===== config.mk =====
export PLATFORM = sky130hd
export DESIGN_NAME = mem_access_ctrl
export DESIGN_NICKNAME = d
export VERILOG_FILES = /design/src/rtl/mem_pkg.sv /design/src/rtl/mem_lane_shift.sv /design/src/rtl/mem_access_ctrl.sv
export SDC_FILE = /design/constraint.sdc
export NUM_CORES = 1
export LEC_CHECK = 0
export ABC_CLOCK_PERIOD_IN_PS = 1350
export BUFFER_PORTS_ARGS = -buffer_cell sky130_fd_sc_hd__buf_2
export CAP_MARGIN = 20
export CORE_MARGIN = 4
export CORE_UTILIZATION = 46
export DETAILED_ROUTE_END_ITERATION = 12
export PLACE_DENSITY = 0.76
export REMOVE_ABC_BUFFERS = 1
export SLEW_MARGIN = 15
export SYNTH_ARGS = -nofsm -noshare
export SYNTH_HDL_FRONTEND = slang
export SYNTH_SLANG_ARGS = --single-unit

===== constraint.sdc =====
create_clock -name clk -period 1.35 [get_ports clk]
set_input_delay 0.0675 -clock clk [delete_from_list [all_inputs] [get_ports clk]]
set_output_delay 0.0675 -clock clk [all_outputs]
set_load 0.01 [all_outputs]

===== src/rtl/mem_pkg.sv =====
// rtl/mem_pkg.sv - shared types and encodings for the MEM-stage access controller
package mem_pkg;

  // Controller states: idle, one byte per cycle, completion cycle
  typedef enum logic [1:0] {
    IDLE = 2'd0,
    XFER = 2'd1,
    RESP = 2'd2
  } state_t;

  localparam int WORD_W = 32;
  localparam int BYTES  = WORD_W / 8;

  localparam logic RW_READ   = 1'b0;
  localparam logic RW_WRITE  = 1'b1;
  localparam logic SIZE_BYTE = 1'b0;
  localparam logic SIZE_WORD = 1'b1;

  // Counter width able to index every byte of a DATA_W word
  function automatic int cnt_width(input int data_w);
    int n;
    n = data_w / 8;
    return (n > 1) ? $clog2(n) : 1;
  endfunction

endpackage


===== src/rtl/mem_lane_shift.sv =====
// rtl/mem_lane_shift.sv - big-endian read assembly and write byte-lane select
module mem_lane_shift
  import mem_pkg::*;
#(
  parameter int DATA_W = WORD_W,
  parameter int CNT_W  = cnt_width(WORD_W)
) (
  input  logic              clk,
  input  logic              R,
  input  logic              i_clr,
  input  logic              i_shift_en,
  input  logic [7:0]        i_byte,
  input  logic [DATA_W-1:0] i_wdata,
  input  logic              i_size,
  input  logic [CNT_W-1:0]  i_idx,
  output logic [DATA_W-1:0] o_rdata,
  output logic [7:0]        o_wr_byte
);

  localparam int LBYTES = DATA_W / 8;

  logic [DATA_W-1:0] r_shift;

  // Read bytes arrive most-significant first, so each new byte enters at the bottom
  always_ff @(posedge clk) begin
    if (R) begin
      r_shift <= '0;
    end else if (i_clr) begin
      r_shift <= '0;
    end else if (i_shift_en) begin
      r_shift <= (r_shift << 8) | DATA_W'(i_byte);
    end
  end

  assign o_rdata = r_shift;

  // Word stores emit the top byte at index 0; byte stores always use the low byte
  always_comb begin
    o_wr_byte = i_wdata[7:0];
    if (i_size == SIZE_WORD) begin
      for (int i = 0; i < LBYTES; i++) begin
        if (i_idx == CNT_W'(LBYTES - 1 - i)) begin
          o_wr_byte = i_wdata[8*i +: 8];
        end
      end
    end
  end

endmodule


===== src/rtl/mem_access_ctrl.sv =====
// rtl/mem_access_ctrl.sv - MEM-stage load/store sequencer for a byte-wide data RAM
module mem_access_ctrl
  import mem_pkg::*;
#(
  parameter int ADDR_W = 8,
  parameter int DATA_W = WORD_W
) (
  input  logic              clk,
  input  logic              R,
  input  logic              req,
  input  logic              rw,
  input  logic              size,
  input  logic [ADDR_W-1:0] addr,
  input  logic [DATA_W-1:0] wdata,
  output logic              stall,
  output logic              done,
  output logic [DATA_W-1:0] rdata,
  output logic              ram_e,
  output logic              ram_rw,
  output logic [ADDR_W-1:0] ram_addr,
  output logic [7:0]        ram_di,
  input  logic [7:0]        ram_do
);

  localparam int LBYTES = DATA_W / 8;
  localparam int CNT_W  = cnt_width(DATA_W);
  // Word accesses clear the in-word offset bits; assumes a power-of-two byte count
  localparam logic [ADDR_W-1:0] ALIGN_MASK = ADDR_W'(LBYTES - 1);

  state_t              r_state;
  state_t              w_next;
  logic                r_rw;
  logic                r_size;
  logic [ADDR_W-1:0]   r_base;
  logic [CNT_W-1:0]    r_cnt;
  logic [CNT_W-1:0]    r_last;
  logic [DATA_W-1:0]   r_wdata;

  logic                w_start;
  logic                w_last_byte;
  logic                w_shift_en;
  logic [7:0]          w_lane;
  logic [DATA_W-1:0]   w_rdata;

  assign w_start     = (r_state == IDLE) && req;
  assign w_last_byte = (r_cnt == r_last);
  assign w_shift_en  = (r_state == XFER) && (r_rw == RW_READ);

  // State register; reset abandons any transfer in flight
  always_ff @(posedge clk) begin
    if (R) begin
      r_state <= IDLE;
    end else begin
      r_state <= w_next;
    end
  end

  // Next-state: RESP always returns to IDLE so a held req is not seen twice
  always_comb begin
    w_next = r_state;
    case (r_state)
      IDLE:    if (req) w_next = XFER;
      XFER:    if (w_last_byte) w_next = RESP;
      RESP:    w_next = IDLE;
      default: w_next = IDLE;
    endcase
  end

  // Request capture in IDLE and byte counter advance during XFER
  always_ff @(posedge clk) begin
    if (R) begin
      r_rw    <= RW_READ;
      r_size  <= SIZE_BYTE;
      r_base  <= '0;
      r_cnt   <= '0;
      r_last  <= '0;
      r_wdata <= '0;
    end else if (w_start) begin
      r_rw    <= rw;
      r_size  <= size;
      r_base  <= (size == SIZE_WORD) ? (addr & ~ALIGN_MASK) : addr;
      r_cnt   <= '0;
      r_last  <= (size == SIZE_WORD) ? CNT_W'(LBYTES - 1) : '0;
      r_wdata <= wdata;
    end else if ((r_state == XFER) && !w_last_byte) begin
      r_cnt   <= r_cnt + 1'b1;
    end
  end

  mem_lane_shift #(
    .DATA_W (DATA_W),
    .CNT_W  (CNT_W)
  ) u_lane (
    .clk        (clk),
    .R          (R),
    .i_clr      (w_start),
    .i_shift_en (w_shift_en),
    .i_byte     (ram_do),
    .i_wdata    (r_wdata),
    .i_size     (r_size),
    .i_idx      (r_cnt),
    .o_rdata    (w_rdata),
    .o_wr_byte  (w_lane)
  );

  assign rdata = w_rdata;

  // Outputs; R masks everything so no RAM write or stall escapes during reset
  always_comb begin
    stall    = 1'b0;
    done     = 1'b0;
    ram_e    = 1'b0;
    ram_rw   = 1'b0;
    ram_addr = '0;
    ram_di   = '0;
    if (!R) begin
      case (r_state)
        IDLE: stall = req;
        XFER: begin
          stall    = 1'b1;
          ram_e    = 1'b1;
          ram_rw   = r_rw;
          ram_addr = r_base + ADDR_W'(r_cnt);
          ram_di   = (r_rw == RW_WRITE) ? w_lane : 8'h00;
        end
        RESP: done = 1'b1;
        default: ;
      endcase
    end
  end

endmodule


# Word level (Yosys, flattened, before mapping)

Cells that the tools add are included.

Latch bits: 0
Register bits after elaboration: 80
Logic and storage cells: 49
Output and inout bits: 52
Memory bits (read-only): 0
Input bits: 53
Memories kept: 0
Bits in writable memories: 0

Muxes and demuxes: 22
Equality and inequality tests: 7
Reduce and logical (&&, ||, !) cells: 8
Shift-type cells: 0
Div/mod/pow operators: 0
Magnitude comparators: 0
Bitwise operators: 2
Add/sub/neg operators: 2
Multiply operators: 0

Operator list:

| operator                                             | number |
|---|---|
| two-way mux 8 bit                                    | 9 |
| bitwise OR 32 x 8 -> 32 bit                          | 1 |
| adder 8 x 2 -> 8 bit                                 | 1 |
| two-way mux 2 bit                                    | 4 |
| two-way mux 1 bit                                    | 7 |
| equality test 2 x 1 -> 1 bit (second input constant) | 2 |
| equality test 2 bit (second input constant)          | 2 |
| zero test 2 bit                                      | 2 |
| != test 2 bit (second input constant)                | 2 |
| case mux 2 bit (2 select lines)                      | 1 |
| logical AND 1 bit                                    | 3 |
| adder 2 x 1 -> 2 bit (second input constant)         | 1 |
| equality test 2 bit                                  | 1 |
| case mux 1 bit (2 select lines)                      | 1 |
| AND reduction 2 bit                                  | 1 |
| OR reduction 2 bit                                   | 1 |
| zero test 1 bit                                      | 1 |
| NOT 1 bit                                            | 1 |

# Longest topological paths before layout

Depth after elaboration: 8
Mapped depth: 6
Depth with buffers taken out: 5

# By module

A second synthesis with hierarchy kept.

Cells, all modules: 401
Area total of the unflattened synthesis: 3504.6 µm²

Modules (own cells, without submodules):

| module          | sequential area each (µm²) | area an instance (µm²) | cells an instance | instances |
|---|---|---|---|---|
| mem_access_ctrl | 920.9                      | 1995.7                 | 249               | 1 |
| mem_lane_shift  | 640.6                      | 1508.9                 | 152               | 1 |

# Worst setup path before layout

OpenSTA, ideal clock, no wires.

Path type: reg-to-output
Start point: reg r_cnt[1]
End point: out ram_addr[7]
Cell stages (with the launch flop): 5
Path slack: -0.198 ns
Arrival: 1.480 ns
Data required time: 1.283 ns
Path buffers: 0
Cells stage by stage: dfxtp_1 -> ha_1 -> a21oi_1 -> or4_1 -> a21oi_1

Cells in the longest elaborated chain, start to end: 3

RTL lines:

| element                | line                   | text |
|---|---|---|
| start, declared        | mem_access_ctrl.sv:35  | `logic [CNT_W-1:0] r_cnt;` |
| start signal, assigned | mem_access_ctrl.sv:86  | `r_cnt <= r_cnt + 1'b1;` |
| adder 8 x 2 -> 8 bit   | mem_access_ctrl.sv:123 | `ram_addr = r_base + ADDR_W'(r_cnt);` |
| two-way mux 8 bit      | mem_access_ctrl.sv:117 | `case (r_state)` |
| two-way mux 8 bit      | mem_access_ctrl.sv:116 | `if (!R) begin` |
| end, declared          | mem_access_ctrl.sv:20  | `output logic [ADDR_W-1:0] ram_addr,` |

Every way passes these cells.

# Final worst setup path

Start point: reg r_cnt[0]
End point: out ram_addr[6]

Same word-level chain as after synthesis.

==> summary.md <==
| Metric | Value |
|---|---|
| Status | `finished with violations` |
| Failing checks | `setup timing` |
| Post-route ant nets | `0` |
| Yosys reg bits | `78` |
| Tot GR Track Use | `23.7%` |
| Slew @ Worst Pin | `approximately 610 ps` |
| Clock Tree Buf Depth | `2` |
| Peak Freq | `~0.5 GHz` |
| Setup repair after global routing missed its margin | `yes` |
| CP max stage delay | `~400 ps` |
| Post-Syn Area per Cell | `7.70 um^2` |
| Core ar. | `just over 7000 um^2` |
| Peak supply drop | `0.705 mV` |
| DRT Wirelength | `between 15000 and 20000 um` |
| Max FO, Critical Path | `3` |
| Slowest CP cell | `dfxtp_4` |
| Iter 0 DRT Violations | `370` |
| Syn Inst Count | `about 450` |
| Setup ws final | `-654 ps` |
| Buf/Inv on CP | `1` |
| HPWL reported at the end of detailed placement | `6000 um` |
| Async set-reset flop share out of synthesis | `0%` |
| PortBufs | `between 100 and 150` |
| Slew Viols, Final | `0` |
| Clk root buf | `clkbuf_8` |
| Congestion Overflow GR | `0` |
| Worst EP required | `1280 ps` |
| Nets@finish | `702` |
| Placed inst area | `4240 um^2` |
| Max H-tree Level | `3` |
| Number of global-route vias before repair | `between 3000 and 4000` |
| Fin crit period | `between 2000 and 2500 ps` |
| Clk slew on worst S/H paths | `approximately 90 ps` |
| Critical Path End Type | `output port` |
| Fraction of layout cells with a size suffix above 1 | `between 50 and 60%` |
| Post-synthesis sequential area ratio | `a little under half` |
| Final Skew | `~11 ps` |
| Normalized max-slew margin | `a little under 60%` |
| Largest net degree at the start of global routing | `44` |
| Post-synth top flop | `dfxtp_1` |
| Row count | `31` |
| DP Worst Slack | `-349 ps` |
| Vias/cell | `about 6` |
| Post-synthesis cell area | `roughly 3400 um^2` |
| CP Launch Type | `flip-flop` |
| Fin crit share | `148%` |
| Wire length per cell | `approximately 22 um` |
| Synth unique cells | `36` |
| Static Leak | `between 0.002 and 0.003 uW` |
| CP arrival | `roughly 1900 ps` |
| Pwr dens | `886 nW/um^2` |
| Multi-input gate area | `2640 um^2` |
| Io pins | `105` |
| Cts bufs inserted | `9` |
| DIE HEIGHT | `approximately 94 um` |
| Sink Count | `between 70 and 80` |
| Residual DRC | `0` |
| Initial core utilization | `47.3%` |
| Antenna violations before repair | `1` |
| DIE AREA | `~8900 um^2` |
| EDFF count, synth | `0` |
| Worst skew pair latency | `about 360 ps` |
| Hold Vio Cnt, Final | `0` |
| Design Area, Final | `6490 um^2` |
| Syn-to-layout area delta | `89.2%` |
| Largest delay share family, worst path | `simple AND/OR/NAND/NOR gates` |
| Final setup viols | `95` |
| Register area | `1580 um^2` |
| Critical Path, Cell by Cell | `ha_4 -> fa_2 -> nand2_1 -> or3_1 -> a21oi_2 -> buf_2` |
| Die width | `approximately 94 um` |
| Crit path kind | `reg -> out` |
| Global-route wire length before repair | `about 17000 um` |
| # fillers | `300` |
| MaxCap Viol Count | `0` |
| Ys Warns | `0` |
| 1st-pass router iterations | `5` |
| Vias | `between 4000 and 5000` |
| Routability cong. | `0.835` |
| CTS tree | `done` |
| Hold Path Class | `in -> reg` |
-- cells in the final DEF, fill, tap and decap left out, types with 3 or more instances in the layout --
cell           netlist  routed
dfxtp_2              0       4
dfxtp_4              0       3
clkinv_4             0       3
and2_1               4       3
a31oi_1             10      10
nand2_4              0      65
nor3b_4              0       3
dlygate4sd3_1        0      50
nand2_2              0      21
buf_6                3      17
mux2_4               0       4
buf_4                5      30
nand2_1            159      73
clkbuf_8             0       9
dfxtp_1             78      71
buf_12               0      12
ha_4                 0       4
a21oi_1             81       7
buf_16               0       3
a21oi_2              0      74
clkbuf_16            0       7
o21ai_0             10       8
nor2_1               4       4
mux2_2               8       4
buf_2               13     101
o21ai_1              3       5
nand2b_1            10       8
o211ai_1             8       8
-- flip-flops by register name (all words and copies together) (netlist names) --
| name | count |
|---|---|
| r_rw | 1 |
| r_cnt | 2 |
| r_state | 2 |
| r_base | 8 |
| r_last | 1 |
| r_wdata | 32 |
| u_lane.o_rdata | 32 |
-- worst paths after layout --
| kind | from | end | slack (ps) | cells past startpoint |
|---|---|---|---|---|
| worst min register to register | r_wdata[17] | r_wdata[17] | 470 | 2 |
| worst min-delay path | R | r_wdata[11] | 200 | 3 |
| worst max-delay path | r_cnt[0] | ram_addr[6] | -650 | 6 |
| worst max register to register | r_state[1] | r_base[1] | -340 | 8 |
-- report_power, final --
group          internal, uW  total [uW]  leakage [uW]  switching (uW)
Combinational           673        1370       0.00211             697
Sequential             2390        2480      0.000639            91.2
Clock                   879        1900      0.000100            1020
-- per-stage QoR --
step           hold slack [ps]  total power (uW)  util, %  TNS [ps]  cells
3_3_place_gp               308              3080     58.5     -2770    650
6_report                   202              5750     89.5    -26880    748
4_1_cts                    126              5090     72.6    -16340    726
5_1_grt                    194              5890     89.5    -30500    748
2_1_floorplan              137              2780        -    -62130    412
3_5_place_dp               314              3090     58.5     -3270    650
-- cells in the mapped netlist, types with 2 or more instances --
cell type  number  share of area [%]
a21oi_1        81                 12
a31oi_1        10                1.8
and2_1          4               0.73
and3b_1         2               0.51
buf_1           2               0.22
buf_2          13                1.9
buf_4           5                1.1
buf_6           3               0.98
clkbuf_1       11                1.2
dfxtp_1        78                 45
ha_1            5                1.8
inv_1           3               0.33
inv_2           2               0.22
mux2_2          8                2.6
nand2_1       159                 17
nand2b_1       10                1.8
nand3_1         2               0.29
nand3b_1        2               0.44
nor2_1          4               0.44
nor3_1          2               0.29
nor3b_1         2               0.44
nor3b_2         2               0.73
o211ai_1        8                1.7
o21ai_0        10                1.5
o21ai_1         3               0.44
o31ai_1         2               0.44
or3_1           2               0.36
or3b_1          2               0.51
or4_1           2               0.44
-- cell families (layout without fill, tap and decap cells) --
family,Yosys count,in the layout,synth area share [%]
flip-flops,78,78,45.5
buffers and inverters,39,241,5.94
other,0,1,0
multiplexers,8,8,2.62
XOR/XNOR,2,2,0.510
AO/OA/AOI/OAI,115,115,18.0
adder cells (fa/ha/maj),6,6,2.41
AND/OR/NAND/NOR,198,198,25.0
-- worst reg2reg max path, cell delays in order (launching register included) --
cell      delay [ps]
dfxtp_4          370
buf_6            130
buf_6            120
buf_12           120
nor3b_4          240
buf_12           200
buf_12           160
nand3b_1         130
a21oi_1          160
-- per-layer routing --
layer	GRT usage, %	up-vias	share of wire, %
met1	26.8	2110	33
met4	10.5	0	7.3
li1	-	1893	-
met5	0	-	0
met2	43.2	319	52
met3	4.54	109	7.5
-- area by class of cell --
cell class | count | area share [%]
sequential | 78 | 24.3
clock inverter | 7 | 1.25
multi-input combinational | 329 | 40.7
timing repair buffer | 220 | 29.6
antenna | 1 | 0.0385
clock buffer | 9 | 1.91
inverter | 5 | 0.366
tap | 99 | 1.91
-- what timing repair did --
item                                   in CTS  in global routing
endpoints found under the hold margin      50                  0
setup buffers                               8                 11
setup endpoints to repair                  23                 98
hold buffers                               50                  0
pin swaps                                  16                141
gates cloned                                3                 12
gates resized for setup                    43                255
Note: power is estimated with default switching activity, not from simulation.
